`config.mk`:
```
export PLATFORM = sky130hd
export DESIGN_NAME = mem_ctrl_flat
export DESIGN_NICKNAME = d
export VERILOG_FILES = /design/src/rtl/mem_ctrl_pkg.sv /design/src/rtl/mem_ctrl_if.sv /design/src/rtl/mem_byte_shift.sv /design/src/rtl/mem_ctrl.sv /design/src/flat_wrapper.sv
export SDC_FILE = /design/constraint.sdc
export NUM_CORES = 1
export LEC_CHECK = 0
export CAP_MARGIN = 5
export CORE_ASPECT_RATIO = 1.4
export CORE_UTILIZATION = 25
export CTS_CLUSTER_DIAMETER = 80
export DETAILED_ROUTE_END_ITERATION = 12
export GPL_ROUTABILITY_DRIVEN = 0
export SKIP_LAST_GASP = 1
export SLEW_MARGIN = 15
export SYNTH_ARGS = -nofsm -noshare
export SYNTH_HDL_FRONTEND = slang
export SYNTH_SLANG_ARGS = --single-unit
```
`constraint.sdc`:
```
create_clock -name clk -period 3.4 [get_ports clk]
set_input_delay 0.51 -clock clk [delete_from_list [all_inputs] [get_ports clk]]
set_output_delay 0.51 -clock clk [all_outputs]
set_load 0.05 [all_outputs]
```
`src/rtl/mem_ctrl_pkg.sv`:
```
// Shared definitions for the memory controller: widths, IO decode, FSM states.
// Latency: n/a (package).
// Backpressure: n/a (package).
package mem_ctrl_pkg;

  localparam int         ADDR_W = 32;
  // addr[17:16] value that selects the UART window
  localparam logic [1:0] IO_SEL = 2'b11;

  typedef enum logic [1:0] {
    MC_IDLE  = 2'd0,
    MC_IF    = 2'd1,
    MC_LOAD  = 2'd2,
    MC_STORE = 2'd3
  } mc_state_e;

endpackage

```
`src/rtl/mem_ctrl_if.sv`:
```
// Bundle between the requesters (fetch, LSB), the byte RAM/IO port and mem_ctrl.
// Latency: n/a (wiring only).
// Backpressure: rdy freezes the controller; io_buffer_full stalls IO stores.
// Ports: master = requesters + RAM model side, slave = mem_ctrl side.
interface mem_ctrl_if;
  import mem_ctrl_pkg::*;

  logic              rdy;
  logic              rollback;
  // instruction fetch
  logic              if_en;
  logic [ADDR_W-1:0] if_pc;
  logic              if_done;
  logic [31:0]       if_data;
  // load/store buffer
  logic              lsb_en;
  logic              lsb_wr;
  logic [ADDR_W-1:0] lsb_a;
  logic [2:0]        lsb_l;
  logic [31:0]       lsb_w;
  logic              lsb_done;
  logic [31:0]       lsb_r;
  // byte-wide RAM/IO port
  logic [7:0]        ram_din;
  logic [7:0]        ram_dout;
  logic [ADDR_W-1:0] ram_a;
  logic              ram_wr;
  logic              io_buffer_full;

  modport master (
    output rdy, rollback, if_en, if_pc, lsb_en, lsb_wr, lsb_a, lsb_l, lsb_w,
           ram_din, io_buffer_full,
    input  if_done, if_data, lsb_done, lsb_r, ram_dout, ram_a, ram_wr
  );

  modport slave (
    input  rdy, rollback, if_en, if_pc, lsb_en, lsb_wr, lsb_a, lsb_l, lsb_w,
           ram_din, io_buffer_full,
    output if_done, if_data, lsb_done, lsb_r, ram_dout, ram_a, ram_wr
  );

endinterface

```
`src/rtl/mem_byte_shift.sv`:
```
// Byte lane steering: picks the store byte for the current cycle and merges the read byte.
// Latency: purely combinational.
// Backpressure: none; the caller decides when cnt advances.
// Ports: i_cnt/i_len position in the burst, i_wdat store word, i_acc/i_din read accumulate,
//        o_wbyte store byte, o_acc_nxt merged word, o_last_rd/o_last_wr end-of-burst flags.
module mem_byte_shift (
  input  logic [2:0]  i_cnt,
  input  logic [2:0]  i_len,
  input  logic [31:0] i_wdat,
  input  logic [31:0] i_acc,
  input  logic [7:0]  i_din,
  output logic [7:0]  o_wbyte,
  output logic [31:0] o_acc_nxt,
  output logic        o_last_rd,
  output logic        o_last_wr
);

  logic [1:0] w_lane;
  logic       w_cap;

  // ram_din in cycle k carries the byte addressed in cycle k-1
  assign w_lane = 2'(i_cnt - 3'd1);
  assign w_cap  = (i_cnt != 3'd0) && (i_cnt <= i_len);

  always_comb begin
    o_wbyte = 8'h00;
    if (!i_cnt[2]) o_wbyte = i_wdat[8*i_cnt[1:0] +: 8];
    o_acc_nxt = i_acc;
    if (w_cap) o_acc_nxt[8*w_lane +: 8] = i_din;
  end

  // reads finish once the last byte has been captured, stores once it is driven
  assign o_last_rd = (i_cnt >= i_len);
  assign o_last_wr = (({1'b0, i_cnt} + 4'd1) >= {1'b0, i_len});

endmodule

```
`src/rtl/mem_ctrl.sv`:
```
// Arbitrates fetch and LSB requests onto one byte-wide RAM/IO port, little-endian.
// Latency: read done pulse len+1 cycles after accept; store done len cycles after accept.
// Backpressure: rdy=0 freezes everything; IO stores hold while io_buffer_full is high.
// Ports: clk, rst (sync, active-high), bus (mem_ctrl_if.slave: requests, results, RAM port).
module mem_ctrl
  import mem_ctrl_pkg::*;
(
  input  logic      clk,
  input  logic      rst,
  mem_ctrl_if.slave bus
);

  mc_state_e         r_state;
  logic [2:0]        r_cnt;
  logic [2:0]        r_len;
  logic [ADDR_W-1:0] r_base;
  logic [31:0]       r_wdat;
  logic [31:0]       r_acc;
  logic [31:0]       r_if_data;
  logic [31:0]       r_lsb_r;
  logic              r_if_done;
  logic              r_lsb_done;

  logic [7:0]        w_wbyte;
  logic [31:0]       w_acc_nxt;
  logic              w_last_rd;
  logic              w_last_wr;
  logic              w_stall;

  mem_byte_shift u_shift (
    .i_cnt     (r_cnt),
    .i_len     (r_len),
    .i_wdat    (r_wdat),
    .i_acc     (r_acc),
    .i_din     (bus.ram_din),
    .o_wbyte   (w_wbyte),
    .o_acc_nxt (w_acc_nxt),
    .o_last_rd (w_last_rd),
    .o_last_wr (w_last_wr)
  );

  assign w_stall = (r_base[17:16] == IO_SEL) && bus.io_buffer_full;

  // address wraps naturally in ADDR_W bits
  assign bus.ram_a    = r_base + ADDR_W'(r_cnt);
  assign bus.ram_dout = w_wbyte;
  assign bus.ram_wr   = bus.rdy && (r_state == MC_STORE) && !w_stall;
  // a rollback coinciding with the fetch done cycle kills the result
  assign bus.if_done  = r_if_done && bus.rdy && !bus.rollback;
  assign bus.lsb_done = r_lsb_done && bus.rdy;
  assign bus.if_data  = r_if_data;
  assign bus.lsb_r    = r_lsb_r;

  always_ff @(posedge clk) begin
    if (rst) begin
      r_state    <= MC_IDLE;
      r_cnt      <= 3'd0;
      r_len      <= 3'd0;
      r_base     <= '0;
      r_wdat     <= 32'h0;
      r_acc      <= 32'h0;
      r_if_data  <= 32'h0;
      r_lsb_r    <= 32'h0;
      r_if_done  <= 1'b0;
      r_lsb_done <= 1'b0;
    end else if (bus.rdy) begin
      r_if_done  <= 1'b0;
      r_lsb_done <= 1'b0;
      case (r_state)
        MC_IDLE: begin
          // requests are not sampled during a done cycle, so a requester that
          // drops en on the done edge is never served twice
          if (!r_if_done && !r_lsb_done) begin
            r_cnt <= 3'd0;
            r_acc <= 32'h0;
            if (bus.lsb_en) begin
              r_state <= bus.lsb_wr ? MC_STORE : MC_LOAD;
              r_base  <= bus.lsb_a;
              r_len   <= bus.lsb_l;
              r_wdat  <= bus.lsb_w;
            end else if (bus.if_en && !bus.rollback) begin
              r_state <= MC_IF;
              r_base  <= bus.if_pc;
              r_len   <= 3'd4;
            end
          end
        end
        MC_IF, MC_LOAD: begin
          r_acc <= w_acc_nxt;
          if ((r_state == MC_IF) && bus.rollback) begin
            r_state <= MC_IDLE;
            r_cnt   <= 3'd0;
          end else if (w_last_rd) begin
            r_state <= MC_IDLE;
            r_cnt   <= 3'd0;
            if (r_state == MC_IF) begin
              r_if_done <= 1'b1;
              r_if_data <= w_acc_nxt;
            end else begin
              r_lsb_done <= 1'b1;
              r_lsb_r    <= w_acc_nxt;
            end
          end else begin
            r_cnt <= r_cnt + 3'd1;
          end
        end
        MC_STORE: begin
          if (!w_stall) begin
            if (w_last_wr) begin
              r_state    <= MC_IDLE;
              r_cnt      <= 3'd0;
              r_lsb_done <= 1'b1;
            end else begin
              r_cnt <= r_cnt + 3'd1;
            end
          end
        end
        default: r_state <= MC_IDLE;
      endcase
    end
  end

endmodule
```
`src/flat_wrapper.sv`:
```
// flat-port wrapper written by rule: the top's interface ports become plain ports
module mem_ctrl_flat import mem_ctrl_pkg::*;
  (clk, rst, bus_rdy, bus_rollback, bus_if_en, bus_if_pc, bus_lsb_en, bus_lsb_wr, bus_lsb_a, bus_lsb_l, bus_lsb_w, bus_ram_din, bus_io_buffer_full, bus_if_done, bus_if_data, bus_lsb_done, bus_lsb_r, bus_ram_dout, bus_ram_a, bus_ram_wr);
  mem_ctrl_if bus_i ();
  input  logic clk;
  input  logic rst;
  input wire logic [$bits(bus_i.rdy)-1:0] bus_rdy;
  input wire logic [$bits(bus_i.rollback)-1:0] bus_rollback;
  input wire logic [$bits(bus_i.if_en)-1:0] bus_if_en;
  input wire logic [$bits(bus_i.if_pc)-1:0] bus_if_pc;
  input wire logic [$bits(bus_i.lsb_en)-1:0] bus_lsb_en;
  input wire logic [$bits(bus_i.lsb_wr)-1:0] bus_lsb_wr;
  input wire logic [$bits(bus_i.lsb_a)-1:0] bus_lsb_a;
  input wire logic [$bits(bus_i.lsb_l)-1:0] bus_lsb_l;
  input wire logic [$bits(bus_i.lsb_w)-1:0] bus_lsb_w;
  input wire logic [$bits(bus_i.ram_din)-1:0] bus_ram_din;
  input wire logic [$bits(bus_i.io_buffer_full)-1:0] bus_io_buffer_full;
  output wire logic [$bits(bus_i.if_done)-1:0] bus_if_done;
  output wire logic [$bits(bus_i.if_data)-1:0] bus_if_data;
  output wire logic [$bits(bus_i.lsb_done)-1:0] bus_lsb_done;
  output wire logic [$bits(bus_i.lsb_r)-1:0] bus_lsb_r;
  output wire logic [$bits(bus_i.ram_dout)-1:0] bus_ram_dout;
  output wire logic [$bits(bus_i.ram_a)-1:0] bus_ram_a;
  output wire logic [$bits(bus_i.ram_wr)-1:0] bus_ram_wr;
  assign bus_i.rdy = bus_rdy;
  assign bus_i.rollback = bus_rollback;
  assign bus_i.if_en = bus_if_en;
  assign bus_i.if_pc = bus_if_pc;
  assign bus_i.lsb_en = bus_lsb_en;
  assign bus_i.lsb_wr = bus_lsb_wr;
  assign bus_i.lsb_a = bus_lsb_a;
  assign bus_i.lsb_l = bus_lsb_l;
  assign bus_i.lsb_w = bus_lsb_w;
  assign bus_i.ram_din = bus_ram_din;
  assign bus_i.io_buffer_full = bus_io_buffer_full;
  assign bus_if_done = bus_i.if_done;
  assign bus_if_data = bus_i.if_data;
  assign bus_lsb_done = bus_i.lsb_done;
  assign bus_lsb_r = bus_i.lsb_r;
  assign bus_ram_dout = bus_i.ram_dout;
  assign bus_ram_a = bus_i.ram_a;
  assign bus_ram_wr = bus_i.ram_wr;
  mem_ctrl u_core (.clk(clk), .rst(rst), .bus(bus_i));
endmodule
```
==> impl_metrics.toml, run 1 <==
[routing]
vias_per_cell = 4.71
topRoutingLayerUsed = "met4"
dr_total_vias = 7020
dr.first_iter.drc_count = 417
number_of_detailed_route_iterations_in_the_first_pass = 5
wl_met2_um = 12500
antenna_left = 0
post-route-drc-count = 0
wl_met1_um = 9740
total_wire_length_after_detailed_routing_um = 23800
post_detailed_route_wirelength_per_cell_um = 15.9
detailroute.wirelength.met3_um = 828

[floorplanning]
die_ar_mm2 = 0.0321
die_w_um = 152
initial_cell_density_of_the_core = 0.255
rows = 76
core-area_mm2 = 0.0308
die_height_um = 212
io_pins = 222

[placed_design]
place.detailed.hpwl_um = 17800
place_inst = 1460
place_ws_ns = 0.573
dpl_cell_area_mm2 = 0.0108
place.port_buffers = 221

[sta]
rsz0062_at_grt = "no"
tightest_slew_ns = 1.03
fin_tns_setup_ns = 0
timing_hold_violations_final = 0
slew_viol_final = 0
timing.clock.skew_ns = 0.00783
max_clock_freq_mhz = 318
period_share = 0.925
timing.final.setup_violations = 0
timing.max_slew.rel_slack = 0.310
period_needed_ns = 3.15
final_critical_path_setup_slack_ns = 0.255

[clocking]
cts_max_path_buffers = 2
tritoncts.num_buffers = 17
tritoncts = "yes"
h-tree-depth = 4
cts.root.buffer_cell = "clkbuf_16"
clock_insertion_delay_worst_skew_ns = 0.42
clock-sinks = 170
path_clk_slew_ns = 0.07

[logic_synthesis]
synthFlopType = "dfxtp_1"
synth_cells = 892
postSynthNetCount = 1027
yosys_warnings = 0
syn_avg_cell_area_um2 = 8.81
post_synth_num_cell_types = 52
netlist.area_leader.share = 0.433
synth_top_cell_by_area = "dfxtp_1"
synth-seq-area-share = 0.433
synth_enable_flop_cells = 0
synth.cell_area_mm2 = 0.00786
ys_async_sr_fraction = 0
yosys_register_bits = 170
synth.area.top_cells = "dfxtp_1, a211oi_1, mux2i_1, nor2_1, nand2_1"

[finish]
finalInstanceArea_mm2 = 0.0113
num-fill-cells = 3178
drive_gt1_frac = 0.0944
finish.cell_count_without_fillers = 1492
finalNetCount = 1224
antennaDiodeCount = 0
area_growth_syn_to_layout_pct = 44.4

[global_routing]
grt_max_degree = 75
number_of_global_route_vias_before_repair = 7002
gr-usage-all-layers = 0.151
antenna_found_initial = 0
grt_pass1_wl_um = 38200
grt-ovfl-total = 0

[critical_path]
worstPathMaxFanout = 7
critPathLaunchType = "register"
cp_data_required_time_ns = 2.89
worstSetupPathType = "register to output port"
cp.arrival_ns = 2.64
critPathCaptureType = "output port"

[run]
maxCapViolations = 0

[pwr]
power.density_mw_per_mm2 = 462
p_leak_uw = 0.00404
power.ir.vdd_worst_v = 0.000234
totalPowerFinal_uw = 5240

[worst_hold_path]
min-delay-path-class = "register to register"

[status]
run_status = "complete, no violations"
-- critical path, stage by stage (launching register included) --
cell and delay, ns:
dfxtp_1 0.32, ha_1 0.35, a21oi_1 0.10, a211oi_1 0.42, and2_1 0.37, and3_1 0.22
xor2_1 0.26, buf_12 0.18
-- Yosys cell counts (all sizes together), types with 19 or more instances --
| cell type | instances |
|---|---|
| a211oi | 81 |
| a21oi | 43 |
| buf | 27 |
| clkbuf | 33 |
| dfxtp | 170 |
| ha | 19 |
| mux2i | 48 |
| nand2 | 108 |
| nor2 | 130 |
| nor2b | 20 |
| nor3 | 21 |
| o21ai | 24 |
| xnor2 | 24 |
-- kinds of logic (layout without fill, tap and decap cells) --
| group | count (synthesis) | after routing | share of synthesized area |
|---|---|---|---|
| and+or+nand+nor | 340 | 340 | 0.197 |
| AOI/OAI and AO/OA | 200 | 200 | 0.178 |
| DFF | 170 | 170 | 0.433 |
| buffers and inverters | 74 | 284 | 0.0390 |
| muxes | 57 | 57 | 0.0855 |
| xor gates and xnor gates | 31 | 31 | 0.0346 |
| adders and majority gates | 20 | 20 | 0.0328 |
-- metrics by stage --
| step | hold WS (ns) | util |
|---|---|---|
| 2_1_floorplan | 0.424 | - |
| 3_3_place_gp | 0.434 | 0.350 |
| 3_5_place_dp | 0.443 | 0.350 |
| 4_1_cts | 0.455 | 0.368 |
| 5_1_grt | 0.474 | 0.368 |
| 6_report | 0.452 | 0.368 |
-- power by group --
group | total (uW) | switching, uW | internal [uW]
Clock | 1890 | 867 | 1030
Combinational | 1170 | 665 | 502
Sequential | 2180 | 83.5 | 2100
Total | 5240 | 1620 | 3630
-- sequential cells by signal, summed over array words and instances (netlist names) --
signal / cells
u_core.bus.if_data: 32
u_core.bus.lsb_r: 32
u_core.r_acc: 32
u_core.r_base: 32
u_core.r_wdat: 32
u_core.r_cnt: 3
u_core.r_len: 3
u_core.r_state: 2
u_core.r_if_done: 1
u_core.r_lsb_done: 1
-- layer usage --
metal | GRT usage | up-vias
li1 | - | 3567
met1 | 0.173 | 3259
met2 | 0.271 | 165
met3 | 0.0272 | 29
met4 | 0.0672 | 0
met5 | 0 | -
-- path summary, 6_finish.rpt --
path | startpoint | end | slack [ns] | depth (start not counted)
worst max-delay path | u_core.r_cnt[2] | bus_ram_a[25] | 0.25 | 7
worst min register to register | u_core.r_wdat[20] | u_core.r_wdat[20] | 0.45 | 2
worst max register to register | u_core.r_cnt[2] | u_core.bus.lsb_r[3] | 0.70 | 7
worst min-delay path | u_core.r_wdat[20] | u_core.r_wdat[20] | 0.45 | 2
-- what timing repair did --
| action | 4_1_cts | 5_1_grt |
|---|---|---|
| buffers inserted | 0 | 0 |
| hold buffers | 0 | 0 |
| endpoints found under the setup margin | 0 | 2 |
| endpoints found under the hold margin | 0 | 0 |
| resized for setup | 0 | 1 |
-- cell type report --
type	count	area (um^2)	area share
clock buffer	18	429	0.0378
clock inverter	14	136	0.0120
inverter	14	52.6	0.00463
multi-input combinational	648	4180	0.368
sequential	170	3400	0.300
tap	390	488	0.0430
timing repair buffer	238	2660	0.234
-- layout by cell type, fill, tap and decap left out, types with 4 or more instances in the layout --
master / netlist / layout
a22o_1: 16 / 16
a22oi_1: 9 / 9
nand3_1: 13 / 13
xnor2_1: 24 / 24
nor2b_1: 20 / 20
and2_1: 4 / 4
inv_6: 0 / 5
a221oi_1: 16 / 16
nor3_1: 21 / 20
xor2_1: 7 / 7
clkdlybuf4s50_1: 0 / 188
buf_12: 0 / 32
nand4_1: 9 / 9
inv_1: 14 / 14
a211oi_1: 81 / 81
nand2_1: 108 / 108
and3_1: 6 / 5
mux2i_1: 48 / 48
buf_4: 2 / 17
nand2b_1: 11 / 11
mux4_2: 8 / 8
clkbuf_16: 0 / 17
nor2_1: 128 / 127
a21oi_1: 41 / 41
dfxtp_1: 170 / 170
ha_1: 19 / 19
o21ai_0: 24 / 24
Power figures use the tool's default switching activity.
==> run 2, diff against run 1 <==
==> constraint.sdc (replaced) <==
create_clock -name clk -period 2.6 [get_ports clk]
set_input_delay 0.39 -clock clk [delete_from_list [all_inputs] [get_ports clk]]
set_output_delay 0.39 -clock clk [all_outputs]
set_load 0.05 [all_outputs]
==> run 2 against run 1 <==
Against the previous run:
- the flow now finishes with violations (setup timing)
- cell count rose by 2.3%
- worst hold slack is essentially flat
- sequential power rose by 32%
- via count rose by 3.2%
- clock power up 35%
- worst setup slack worse by 0.37 ns
- count of clock-buffer cells in the layout grew 3
- combinational power rose by 38%
- total power up 35%
- register-to-register slack got worse by 0.57 ns
- sequential share of layout area is 2.0 points lower
- largest power group unchanged
==> impl_metrics.toml, run 2 (synthesis results as in run 1) <==
[status]
run_status = "finished, violations left"
failed_checks = "setup timing"

[critical_path]
critPathCaptureType = "output port"
cp_data_required_time_ns = 2.21
cp.arrival_ns = 2.33
worstPathMaxFanout = 6
worstSetupPathType = "register to output port"
critPathLaunchType = "register"

[clocking]
tritoncts.num_buffers = 17
cts.root.buffer_cell = "clkbuf_16"
clock-sinks = 170
h-tree-depth = 4
tritoncts = "yes"
clock_insertion_delay_worst_skew_ns = 0.43
cts-hold-fix-buffers = 0
path_clk_slew_ns = 0.07
cts_max_path_buffers = 2

[sta]
timing_hold_violations_final = 0
fin_tns_setup_ns = -0.878
period_needed_ns = 2.72
tightest_slew_ns = 0.858
timing.max_slew.rel_slack = 0.424
max_clock_freq_mhz = 368
period_share = 1.05
final_critical_path_setup_slack_ns = -0.119
timing.clock.skew_ns = 0.00592
slew_viol_final = 0
rsz0062_at_grt = "yes"
timing.final.setup_violations = 16
worst_hold_slack_ns = 0.452

[global_routing]
groute.layer.met1.usage = 0.172
met2_usage = 0.285
busiest_layer_in_global_routing = "met2"
grt_max_degree = 76
number_of_global_route_vias_before_repair = 7074
gr-usage-all-layers = 0.153
grt-ovfl-total = 0
met3_track_demand_over_resource = 0.0244
grt_pass1_wl_um = 38500
antenna_found_initial = 2

[routing]
number_of_detailed_route_iterations_in_the_first_pass = 4
vias_per_cell = 4.74
post-route-drc-count = 0
dr_total_vias = 7245
total_wire_length_after_detailed_routing_um = 25400
dr.first_iter.drc_count = 423
antenna_left = 0
post_detailed_route_wirelength_per_cell_um = 16.6

[finish]
final_util = 0.396
layout_common_cells = "clkdlybuf4s50_1, dfxtp_1, nor2_1"
num-fill-cells = 3127
sequential_cell_area_mm2 = 0.00342
finalInstanceArea_mm2 = 0.0122
commonest_non_fill_non_tap_cell_in_the_layout = "clkdlybuf4s50_1"
drive_gt1_frac = 0.184
area_growth_syn_to_layout_pct = 55.2
multi_input_comb_area_mm2 = 0.00466
finalNetCount = 1257

[run]
maxCapViolations = 0

[floorplanning]
die_height_um = 212
die_w_um = 152
die_ar_mm2 = 0.0321
rows = 76
core-area_mm2 = 0.0308
io_pins = 222
initial_cell_density_of_the_core = 0.255

[placed_design]
place_ws_ns = 0.107
place.detailed.hpwl_um = 18600
place.port_buffers = 221
dpl_cell_area_mm2 = 0.0113

[pwr]
p_leak_uw = 0.00448
power.density_mw_per_mm2 = 579
power.ir.vdd_worst_v = 0.000398

[worst_hold_path]
min-delay-path-class = "register to register"
[run 2: cell types whose count changed in the layout (fill, tap and decap cells not counted), moves of 9 or more]
| cell | before | now |
|---|---|---|
| xnor2_2 | 0 | 12 |
| dfxtp_1 | 170 | 161 |
| clkdlybuf4s50_1 | 188 | 177 |
| buf_4 | 17 | 52 |
| xnor2_4 | 0 | 9 |
| xnor2_1 | 24 | 3 |
[run 2: layer usage]
metal | part of all wire | wire length [um] | vias up
met5 | 0 | 0 | -
met1 | 0.41 | 10300 | 3435
met4 | 0.024 | 597 | 0
met3 | 0.030 | 764 | 27
li1 | - | - | 3634
met2 | 0.54 | 13700 | 149
[run 2: path summary, 6_finish.rpt]
check,startpoint,slack (ns),endpoint,cells past startpoint
worst max-delay path,u_core.r_cnt[2],-0.12,bus_ram_a[29],8
worst min-delay path,u_core.r_wdat[3],0.45,u_core.r_wdat[3],2
worst max register to register,u_core.r_cnt[2],0.13,u_core.r_acc[24],7
worst min register to register,u_core.r_wdat[3],0.45,u_core.r_wdat[3],2
[run 2: layout make-up]
| type | instances | share of cell area |
|---|---|---|
| multi-input cells | 648 | 0.382 |
| clock inverters | 11 | 0.0109 |
| flip-flops and latches | 170 | 0.280 |
| inverters | 14 | 0.00431 |
| clock buffers | 21 | 0.0370 |
| diodes | 2 | 0.000411 |
| well taps | 390 | 0.0400 |
| repair buffers | 271 | 0.245 |
[run 2: critical path: stages, from the launching register on]
cell and delay [ns]:
dfxtp_4 0.35, ha_4 0.31, a21oi_4 0.06, a211oi_2 0.21, buf_4 0.15, and2_4 0.21, nand4_1 0.21, xnor2_2 0.23
buf_12 0.16
[run 2: per-stage QoR]
stage,std cells,total power (uW)
6_report,1527,7060
3_3_place_gp,1482,4530
3_5_place_dp,1482,4540
2_1_floorplan,892,3820
5_1_grt,1527,7360
4_1_cts,1517,7140
[run 2: repair_timing]
action | in CTS | in global routing
pin swaps | 14 | 13
gates resized for setup | 39 | 18
cloned | 0 | 1
setup buffers | 4 | 7
setup endpoints to repair | 25 | 41
[run 2: report_power, final]
part	switching [uW]	internal [uW]	total (uW)
registers	132	2740	2880
clock network	1100	1460	2560
logic	895	728	1620
